<file path="src/rtl/imem_pkg.sv">
// Shared definitions for the instruction-memory writer.
//   MEM_BYTES_DEF : default byte capacity of the target instruction memory
//   BYTE_W        : width of one memory write lane
//   state_e       : session FSM states
//   addr_oob()    : true when a word at the given byte address would not fit
package imem_pkg;

  localparam int MEM_BYTES_DEF = 1000;
  localparam int BYTE_W        = 8;

  typedef enum logic [2:0] {
    ST_IDLE,
    ST_WAIT_WORD,
    ST_WRITE,
    ST_DONE,
    ST_ERR
  } state_e;

  // lim is the highest byte address at which a whole 4-byte word still fits.
  function automatic logic addr_oob(input logic [31:0] a, input logic [31:0] lim);
    return a > lim;
  endfunction

endpackage

</file>
<file path="src/rtl/imem_byte_sel.sv">
// Big-endian byte lane select: index 0 returns the most significant byte.
//   word_i : 32-bit instruction word
//   idx_i  : byte index 0..3 (0 = lowest memory address)
//   byte_o : selected byte
module imem_byte_sel
  import imem_pkg::*;
(
  input  logic [31:0]       word_i,
  input  logic [1:0]        idx_i,
  output logic [BYTE_W-1:0] byte_o
);

  always_comb begin
    byte_o = word_i[31:24];
    case (idx_i)
      2'd0: byte_o = word_i[31:24];
      2'd1: byte_o = word_i[23:16];
      2'd2: byte_o = word_i[15:8];
      2'd3: byte_o = word_i[7:0];
      default: byte_o = word_i[31:24];
    endcase
  end

endmodule

</file>
<file path="src/rtl/imem_writer.sv">
// Instruction memory loader: accepts 32-bit words one at a time and writes
// each as four big-endian bytes on consecutive cycles, starting at base_addr.
//   clk, rst_n          : clock, async active-low reset
//   start, base_addr    : begin a session (accepted in IDLE or ERR only)
//   word_valid/data/last: incoming word stream, word_ready handshake
//   mem_we/addr/wdata   : byte write port to instruction memory
//   busy, done, err     : session status (done = 1-cycle pulse, err sticky)
//   word_count          : words completely written this session (saturating)
module imem_writer
  import imem_pkg::*;
#(
  parameter int MEM_BYTES = MEM_BYTES_DEF
) (
  input  logic              clk,
  input  logic              rst_n,
  input  logic              start,
  input  logic [31:0]       base_addr,
  input  logic              word_valid,
  input  logic [31:0]       word_data,
  input  logic              word_last,
  output logic              word_ready,
  output logic              mem_we,
  output logic [31:0]       mem_addr,
  output logic [BYTE_W-1:0] mem_wdata,
  output logic              busy,
  output logic              done,
  output logic              err,
  output logic [15:0]       word_count
);

  // Highest legal word base address; anything above would spill past MEM_BYTES.
  localparam logic [31:0] LAST_WORD = 32'(MEM_BYTES - 4);

  state_e      state_q, state_d;
  logic [31:0] addr_q,  addr_d;
  logic [31:0] word_q,  word_d;
  logic        last_q,  last_d;
  logic [1:0]  idx_q,   idx_d;
  logic [15:0] cnt_q,   cnt_d;
  logic        err_q,   err_d;

  always_ff @(posedge clk or negedge rst_n) begin
    if (!rst_n) begin
      state_q <= ST_IDLE;
      addr_q  <= '0;
      word_q  <= '0;
      last_q  <= 1'b0;
      idx_q   <= '0;
      cnt_q   <= '0;
      err_q   <= 1'b0;
    end else begin
      state_q <= state_d;
      addr_q  <= addr_d;
      word_q  <= word_d;
      last_q  <= last_d;
      idx_q   <= idx_d;
      cnt_q   <= cnt_d;
      err_q   <= err_d;
    end
  end

  always_comb begin
    state_d = state_q;
    addr_d  = addr_q;
    word_d  = word_q;
    last_d  = last_q;
    idx_d   = idx_q;
    cnt_d   = cnt_q;
    err_d   = err_q;
    case (state_q)
      ST_IDLE, ST_ERR: begin
        if (start) begin
          cnt_d  = '0;
          addr_d = base_addr;
          idx_d  = '0;
          if (base_addr[1:0] != 2'b00 || addr_oob(base_addr, LAST_WORD)) begin
            state_d = ST_ERR;
            err_d   = 1'b1;
          end else begin
            state_d = ST_WAIT_WORD;
            err_d   = 1'b0;
          end
        end
      end
      ST_WAIT_WORD: begin
        if (word_valid) begin
          word_d  = word_data;
          last_d  = word_last;
          idx_d   = '0;
          state_d = ST_WRITE;
        end
      end
      ST_WRITE: begin
        idx_d = 2'(idx_q + 2'd1);
        if (idx_q == 2'd3) begin
          cnt_d = (cnt_q == 16'hFFFF) ? cnt_q : 16'(cnt_q + 16'd1);
          if (last_q) begin
            state_d = ST_DONE;
          end else begin
            addr_d = addr_q + 32'd4;
            // Check the next word's base before asking for it.
            if (addr_oob(addr_q + 32'd4, LAST_WORD)) begin
              state_d = ST_ERR;
              err_d   = 1'b1;
            end else begin
              state_d = ST_WAIT_WORD;
            end
          end
        end
      end
      ST_DONE: state_d = ST_IDLE;
      default: state_d = ST_IDLE;
    endcase
  end

  imem_byte_sel u_sel (
    .word_i (word_q),
    .idx_i  (idx_q),
    .byte_o (mem_wdata)
  );

  // All outputs decode from reset registers, so reset clears them immediately.
  assign word_ready = (state_q == ST_WAIT_WORD);
  assign mem_we     = (state_q == ST_WRITE);
  assign mem_addr   = addr_q + {30'b0, idx_q};
  assign busy       = (state_q == ST_WAIT_WORD) || (state_q == ST_WRITE);
  assign done       = (state_q == ST_DONE);
  assign err        = err_q;
  assign word_count = cnt_q;

endmodule

</file>
<file path="config.mk">
export PLATFORM = sky130hd
export DESIGN_NAME = imem_writer
export DESIGN_NICKNAME = d
export VERILOG_FILES = /design/src/rtl/imem_pkg.sv /design/src/rtl/imem_byte_sel.sv /design/src/rtl/imem_writer.sv
export SDC_FILE = /design/constraint.sdc
export NUM_CORES = 1
export LEC_CHECK = 0
export ABC_AREA = 0
export CAP_MARGIN = 20
export CORE_MARGIN = 1
export CORE_UTILIZATION = 37
export DETAILED_ROUTE_END_ITERATION = 8
export PLACE_DENSITY_LB_ADDON = 0.1
export SETUP_SLACK_MARGIN = 0.02
export SLEW_MARGIN = 25
export SYNTH_ARGS = -nofsm -noshare
export SYNTH_HDL_FRONTEND = slang
export SYNTH_SLANG_ARGS = --single-unit
export TNS_END_PERCENT = 1
</file>
<file path="constraint.sdc">
create_clock -name clk -period 3.4 [get_ports clk]
set_input_delay 0.68 -clock clk [delete_from_list [all_inputs] [get_ports clk]]
set_output_delay 0.68 -clock clk [all_outputs]
set_load 0.01 [all_outputs]
</file>
After elaboration in Yosys (flattened, before gate mapping)
Index checks and enable logic that the tools add are counted.
Widths: inputs -> output; s select.
{ "word_totals": {"ff_bits": 87, "inputBits": 69, "wordCells": 66} }
{ "op_classes": {"n_eq_ne": 14, "n_lt_le_gt_ge": 2, "muxes": 25, "n_addsub": 4, "n_reduce_logical": 14} }
{ "op_table": {"columns": ["cell", "count"], "rows": [
  ["$mux 32", 3],
  ["$gt 32x10->1 const B", 2],
  ["$pmux 32 s2", 1],
  ["$mux 16", 3],
  ["$add 32x2->32", 1],
  ["$add 32x3->32 const B", 1],
  ["$pmux 16 s2", 1],
  ["$pmux 8 s4", 1],
  ["$mux 3", 6],
  ["$add 16x1->16 const B", 1],
  ["$eq 16x16->1 const B", 1],
  ["$pmux 3 s3", 1],
  ["$ne 2x2->1 const B", 4],
  ["$reduce_and 4->1", 2],
  ["$eq 3x2->1 const B", 2],
  ["$pmux 2 s3", 1],
  ["$reduce_and 3->1", 2],
  ["$mux 1", 5],
  ["$reduce_and 5->1", 1],
  ["$eq 2x2->1 const B", 2],
  ["$mux 2", 2],
  ["$ne 2x1->1 const B", 2],
  ["$reduce_bool 2->1", 2],
  ["$eq 3x1->1 const B", 1],
  ["other kinds (10)", 11]
]} }

Depth between registers and ports, before layout
Gate-level depths: netlist of run 1.
{ "logic_depth": {"ltp_word": 6, "mapped_depth": 11} }

Cells and area by module
A second synthesis of run 1 with hierarchy kept.
{ "hier_totals": {"cells_unflattened": 656, "hier_area_um2": 5773.0} }
{ "by_module_without_submodules": {"columns": ["mod", "area_per_inst_um2", "seq_area_each_um2", "cells_each", "instances"], "rows": [
  ["imem_writer", 5576.6, 2177.1, 646, 1],
  ["imem_byte_sel", 196.4, 0.0, 10, 1]
]} }

Worst setup path after synthesis of run 1
OpenSTA, ideal clock, no wires.
{ "synth_timing": {"kind": "reg-to-output", "start": "register addr_q[2]", "end": "output mem_addr[20]", "arrival_time_ns": 2.397, "n_path_buf": 2, "t_required_ns": 2.720, "path_stages_with_launch": 10, "slack_ns": 0.323, "path_cell_list": "dfrtp_1 -> ha_1 -> and4_2 -> clkbuf_1 -> nand2_1 -> or3_1 -> clkbuf_1 -> or2_2 -> nor2_1 -> xor2_1"} }
{ "synth_between": {"elab_chain_len": 1} }
{ "synth_rtl": {"columns": ["element", "line", "source"], "rows": [
  ["start, declared", "imem_writer.sv:35", "logic [31:0] addr_q, addr_d;"],
  ["start signal, assigned", "imem_writer.sv:53", "addr_q <= addr_d;"],
  ["$add 32x2->32", "imem_writer.sv:125", "assign mem_addr = addr_q + {30'b0, idx_q};"],
  ["end, declared", "imem_writer.sv:23", "output logic [31:0] mem_addr,"]
]} }
Every way passes these cells.

Worst setup path in the final report of run 1
{ "layout_timing": {"start": "register addr_q[6]", "end": "output mem_addr[27]"} }
Same word-level chain as after synthesis.

==> results of run 1 <==
-- routing by layer --
layer	track usage (%)	vias to the layer above	wire, um
met2	37.1	179	8050
met5	0	-	0
met4	8.68	0	326
li1	-	2645	-
met1	29.7	2645	7860
met3	4.54	21	1060
-- power by group through the flow --
stage | Clock [mW] | Sequential (mW) | Combinational (mW)
finish | 1.00 | 1.13 | 0.439
floorplan | 0 | 1.11 | 0.217
global placement | 0 | 1.14 | 0.438
detailed placement | 0 | 1.14 | 0.441
CTS | 1.02 | 1.13 | 0.439
global route | 1.06 | 1.13 | 0.477
-- worst paths after layout --
| check | to | slack (ps) | cells after the start |
|---|---|---|---|
| max | mem_addr[27] | 40 | 8 |
| min | addr_q[31]$_DFFE_PN0P_ | 330 | 1 |
| max reg2reg | state_q[2]$_DFFE_PN0P_ | 510 | 11 |
| min reg2reg | err$_DFFE_PN0P_ | 500 | 2 |
| max in group asynchronous | idx_q[0]$_DFFE_PN0P_ | 2390 | 2 |
| min in group clk | err$_DFFE_PN0P_ | 500 | 2 |
-- synthesized netlist by cell type, types with 2 or more instances --
cell type and number:
or3_1 2, and4_1 3, nand4_1 13, o211ai_1 2, a21oi_1 52, clkbuf_1 37
or2_2 6, and2_1 10, ha_1 9, dfrtp_1 87, xor2_1 24, a22oi_1 2
o21ai_0 45, buf_1 6, nor4_1 15, buf_2 8, o31ai_1 2, xnor2_1 26
nand3b_1 2, a222oi_1 8, nand3_1 39, nand2_1 68, nor3_1 24, inv_1 23
o31a_1 2, o22ai_1 11, nor2_1 78, and3_1 12, clkbuf_2 2, a31oi_1 4
mux2_2 26, mux2i_1 10, nor2b_1 2, nand2b_1 4
-- area by class of cell --
class,instances,area (sq um)
fillers,1421,7070
inverters,23,86.3
clock buffers,10,229
multi-input cells,519,3200
clock inverters,5,58.8
repair buffers,174,1640
flip-flops and latches,87,2190
well taps,184,230
-- worst register-to-register path, delay by kind of cell (launching register included) --
family,cells,cell delay [ps]
AND/OR/NAND/NOR,6,1640
adder cells (fa/ha/maj),1,220
AO/OA/AOI/OAI,2,160
flip-flops,1,360
buffers and inverters,2,380
-- placed cells by master (no fill, tap or decap), types with 3 or more instances in the layout --
master | Yosys | final
mux2i_1 | 10 | 10
clkdlybuf4s50_1 | 0 | 119
xnor2_1 | 26 | 25
a222oi_1 | 8 | 8
xor2_1 | 24 | 24
dlygate4sd2_1 | 0 | 6
nor3_1 | 24 | 23
inv_1 | 23 | 23
nand2_1 | 68 | 68
dfrtp_2 | 0 | 13
nand4_1 | 13 | 13
nor2_1 | 78 | 78
a31oi_1 | 4 | 4
mux2_2 | 26 | 26
a21oi_1 | 52 | 52
or2_2 | 6 | 6
nor4_1 | 15 | 15
and2_1 | 10 | 10
and4_1 | 3 | 3
nand2b_1 | 4 | 4
buf_4 | 0 | 45
and3_1 | 12 | 12
clkbuf_16 | 0 | 9
ha_1 | 9 | 7
dfrtp_1 | 87 | 74
dlymetal6s2s_1 | 0 | 3
nand3_1 | 39 | 37
o21ai_0 | 45 | 45
o22ai_1 | 11 | 11
-- flip-flops by register name, summed over array words and instances, names as in the netlist --
signal	count
addr_q	32
word_count	16
state_q	3
last_q	1
word_q	32
err	1
idx_q	2
-- cells by family (layout without fill, tap and decap cells) --
group / after synthesis / after routing / synth area share, %
AND/OR/NAND/NOR: 288 / 288 / 25.2
buffers and inverters: 76 / 212 / 5.29
XOR/XNOR: 50 / 50 / 7.77
flip-flops: 87 / 87 / 38.6
AO/OA/AOI/OAI: 135 / 135 / 13.8
adder cells (fa/ha/maj): 10 / 10 / 2.35
multiplexers: 36 / 36 / 6.97
-- per-stage QoR --
| step | setup slack [ps] | setup TNS [ps] | instances | cell area, sq um | util, % |
|---|---|---|---|---|---|
| floorplan | 323 | 0 | 682 | 5630 | - |
| global placement | 188 | 0 | 986 | 7280 | 49.5 |
| detailed placement | 159 | 0 | 986 | 7280 | 49.5 |
| CTS | -52.6 | -52.6 | 1001 | 7590 | 51.6 |
| global route | -87.5 | -299 | 1002 | 7630 | 51.9 |
| finish | 43.4 | 0 | 1002 | 7630 | 51.9 |
-- timing repair --
action / in CTS / in global routing
pin swaps: 0 / 1
endpoints found under the setup margin: 12 / 13
cloned: 0 / 0
resized for setup: 16 / 14
setup buffers: 0 / 1
==> impl_metrics.tcl, run 1 <==
set metrics [dict create \
    dieHeight_um 125 \
    yosysSeqAreaShare_pct 38.6 \
    violations "DRC" \
    yosys.area.top_type "dfrtp_1" \
    drc 8 \
    start_util_pct 38.3 \
    drt-wirelength-per-cell_um 17.3 \
    required_ps 2720 \
    min_path_type "input port to async pin" \
    startpoint "addr_q[6]$_DFFE_PN0P_" \
    place.detailed.hpwl_um 12500 \
    reg2reg_from "addr_q[2]$_DFFE_PN0P_" \
    crit_buf_inv 3 \
    async_flop_share_pct 100 \
    avgSynthCellArea_sq_um 8.26 \
    cts_sinks 87 \
    finalHoldViolations 0 \
    final-setup-viol-count 0 \
    grt_pass1_vias 5435 \
    hold_buffers 0 \
    gp_congestion 0.877 \
    synth_top_area_share_pct 38.6 \
    vdd_ir_drop_max_mv 0.348 \
    fin_nets 893 \
    drive_gt1_share_pct 14.5 \
    die_x_um 125 \
    dieArea_sq_um 15700 \
    synth_ff_type "dfrtp_1" \
    worstSetupStartpointType "flip-flop" \
    synth-edff-count 0 \
    syn_inst 682 \
    synth_cell_type_count 52 \
    fmax_mhz 298 \
    syn_to_final_growth_pct 35.5 \
    diodes 0 \
    syn-num-nets 761 \
    core_area_sq_um 14700 \
    cpPeakStageDelay_ps 570 \
    power_mw 2.57 \
    worstSetupEndpointType "output pin" \
    avgViaCountPerCell 5.48 \
    synth_area_sq_um 5630 \
    worst_pin_slew_ps 650 \
    drv_cap 0 \
    grt_pass1_wl_um 28200 \
    antenna_found_initial 0 \
    critPathKind "flip-flop to output pin" \
    clkTransAtPathRegs_ps 60 \
    status "finished, violations left" \
    postRouteWirelength_um 17300 \
    cts_max_level 3 \
    synth_seq_cells 87 \
    io_pins 130 \
    ant_nets 0 \
    whs_ps 328 \
    crit_family "buffers and inverters" \
    overflow 0 \
    max_slew_margin_pct 56.6 \
    routed-via-count 5490 \
    ys_warn_count 0 \
    skew_ps 7.00 \
    path_cells "nand2_1, nor4_1, buf_4, buf_4, nand3_1, nor2_1, xor2_1, clkdlybuf4s50_1" \
    crit_path_top_delay_cell "clkdlybuf4s50_1" \
    period_needed_ps 3360 \
    synth_area_leaders "dfrtp_1 39%, mux2_2 5.2%, nor2_1 5.2%" \
    slew_violations 0 \
    firstDrtPassIters 7 \
    rows 44 \
    combPwrFrac_pct 17.1 \
    timing.critical_path.mode_cell "buf_4" \
    clockBufferDepth 2 \
    switching_share_pct 27.3 \
    p_sw_mw 0.702 \
    leakage_nw 3.18 \
    cts_tree "yes" \
    root_buffer "clkbuf_16" \
    p_int_mw 1.87 \
    io_buffers 129 \
    grt_max_degree 48 \
    grt_usage_pct 22.7 \
    cp_max_fo 12 \
    clock_latency_ps 340 \
    grt_setup_unrepaired "true" \
    power_frac_clock_pct 39.0 \
    drt_iter0_drc 388 \
    cellPowerDensity_nw_per_um2 336 \
    worst_ep_arrival_time_ps 2680 \
    cts_buffers 9 \
    p_seq_share_pct 43.9 \
    fin_crit_sh_pct 98.7 \
]
(Power assumes the default switching activity.)
==> run 2: changes to the inputs <==
- RECOVER_POWER: not set -> 25
==> impl_metrics.tcl, run 2 (synthesis gave the netlist of run 1 again) <==
set metrics [dict create \
    cellPowerDensity_nw_per_um2 337 \
    power_mw 2.56 \
    cts_tree "yes" \
    hold_buffers 0 \
    status "finished, violations left" \
    io_pins 130 \
    gp_congestion 0.877 \
    grt_setup_unrepaired "true" \
    min_path_type "flip-flop to flip-flop" \
    worstSetupEndpointType "output pin" \
    rr_worst_depth 11 \
    avgViaCountPerCell 5.50 \
    final-setup-viol-count 0 \
    dieHeight_um 125 \
    firstDrtPassIters 7 \
    final_cell_area_sq_um 7620 \
    antenna_found_initial 0 \
    finalHoldViolations 0 \
    register_area_sq_um 2190 \
    slew_violations 42 \
    multi_input_area_sq_um 3200 \
    fin_crit_sh_pct 98.9 \
    grt_usage_pct 22.7 \
    dp_slack_ps 159 \
    die_x_um 125 \
    clockBufferDepth 2 \
    io_buffers 129 \
    leakage_nw 3.18 \
    ant_nets 0 \
    grt_pass1_vias 5435 \
    cp_max_fo 12 \
    root_buffer "clkbuf_16" \
    required_ps 2720 \
    final_cell_mix "119 x clkdlybuf4s50_1, 78 x nor2_1, 74 x dfrtp_1" \
    drt_iter0_drc 401 \
    syn_to_final_growth_pct 35.2 \
    critPathKind "flip-flop to output pin" \
    holdPathStages 2 \
    worst_pin_slew_ps 2360 \
    mostFrequentLayoutCell "clkdlybuf4s50_1" \
    vdd_ir_drop_max_mv 0.348 \
    drive_gt1_share_pct 14.4 \
    cts_max_level 3 \
    cts_buffers 9 \
    overflow 0 \
    worst_ep_arrival_time_ps 2680 \
    start_util_pct 38.3 \
    drt-wirelength-per-cell_um 17.3 \
    num-fill-cells 1422 \
    grt_max_degree 48 \
    period_needed_ps 3360 \
    diodes 0 \
    drc 8 \
    instances_no_fill 1002 \
    max_slew_margin_pct -57.1 \
    clkTransAtPathRegs_ps 70 \
    dieArea_sq_um 15700 \
    postRouteWirelength_um 17300 \
    fin_ws_ps 37.0 \
    placed_cell_area_sq_um 7280 \
    routed-via-count 5511 \
    rows 44 \
    clock_latency_ps 340 \
    dp.cells 986 \
    fmax_mhz 297 \
    cts_sinks 87 \
    grt_pass1_wl_um 28200 \
    core_area_sq_um 14700 \
    violations "DRC, capacitance limit, slew limit" \
    whs_ps 497 \
    skew_ps 6.63 \
    drv_cap 1 \
    worstSetupStartpointType "flip-flop" \
    fin_nets 893 \
    place.detailed.hpwl_um 12500 \
]
-- run 2: cell types whose count changed in the layout (fill, tap and decap cells not counted), sizes merged --
cell / delta
clkbuf: +2
buf: -2
-- run 2: stage by stage --
stage / utilization (%) / setup TNS (ps)
finish: 51.8 / 0
detailed placement: 49.5 / 0
global placement: 49.5 / 0
CTS: 51.6 / -52.6
floorplan: - / 0
global route: 51.8 / -475
-- run 2: area by class of cell --
cell class	count	area share (%)
clock buffers	10	3.01
inverters	23	1.13
multi-input cells	519	42.0
well taps	184	3.02
repair buffers	174	21.3
flip-flops and latches	87	28.8
clock inverters	5	0.772
-- run 2: final timing paths --
check,end,slack [ps],start
max in group asynchronous,addr_q[9]$_DFFE_PN0P_,500,rst_n
max,mem_addr[27],40,addr_q[6]$_DFFE_PN0P_
min,err$_DFFE_PN0P_,500,err$_DFFE_PN0P_
min reg2reg,err$_DFFE_PN0P_,500,err$_DFFE_PN0P_
max reg2reg,state_q[2]$_DFFE_PN0P_,510,addr_q[2]$_DFFE_PN0P_
min in group asynchronous,addr_q[31]$_DFFE_PN0P_,1040,rst_n
-- run 2: routing by layer --
| layer | wire length (um) | part of all wire, % | GRT usage (%) |
|---|---|---|---|
| met1 | 7860 | 45 | 29.7 |
| met2 | 8060 | 47 | 37.1 |
| met3 | 1030 | 6.0 | 4.54 |
| met4 | 349 | 2.0 | 8.68 |
| met5 | 0 | 0 | 0 |
-- run 2: worst max-delay path, cell delays in order (launching register included) --
cell and delay [ps]:
dfrtp_2 440, nand2_1 160, nor4_1 310, buf_4 170, buf_4 190, nand3_1 130
nor2_1 140, xor2_1 230, clkdlybuf4s50_1 580
-- run 2: timing repair --
action	CTS	global route
pin swaps	0	1
setup buffers	0	1
resized for setup	16	14
setup endpoints to repair	12	13
-- run 2: report_power, final --
part	internal [mW]	switching (mW)	total, mW
logic	0.224	0.213	0.437
clock network	0.568	0.431	0.999
registers	1.07	0.0562	1.13
total	1.86	0.701	2.56
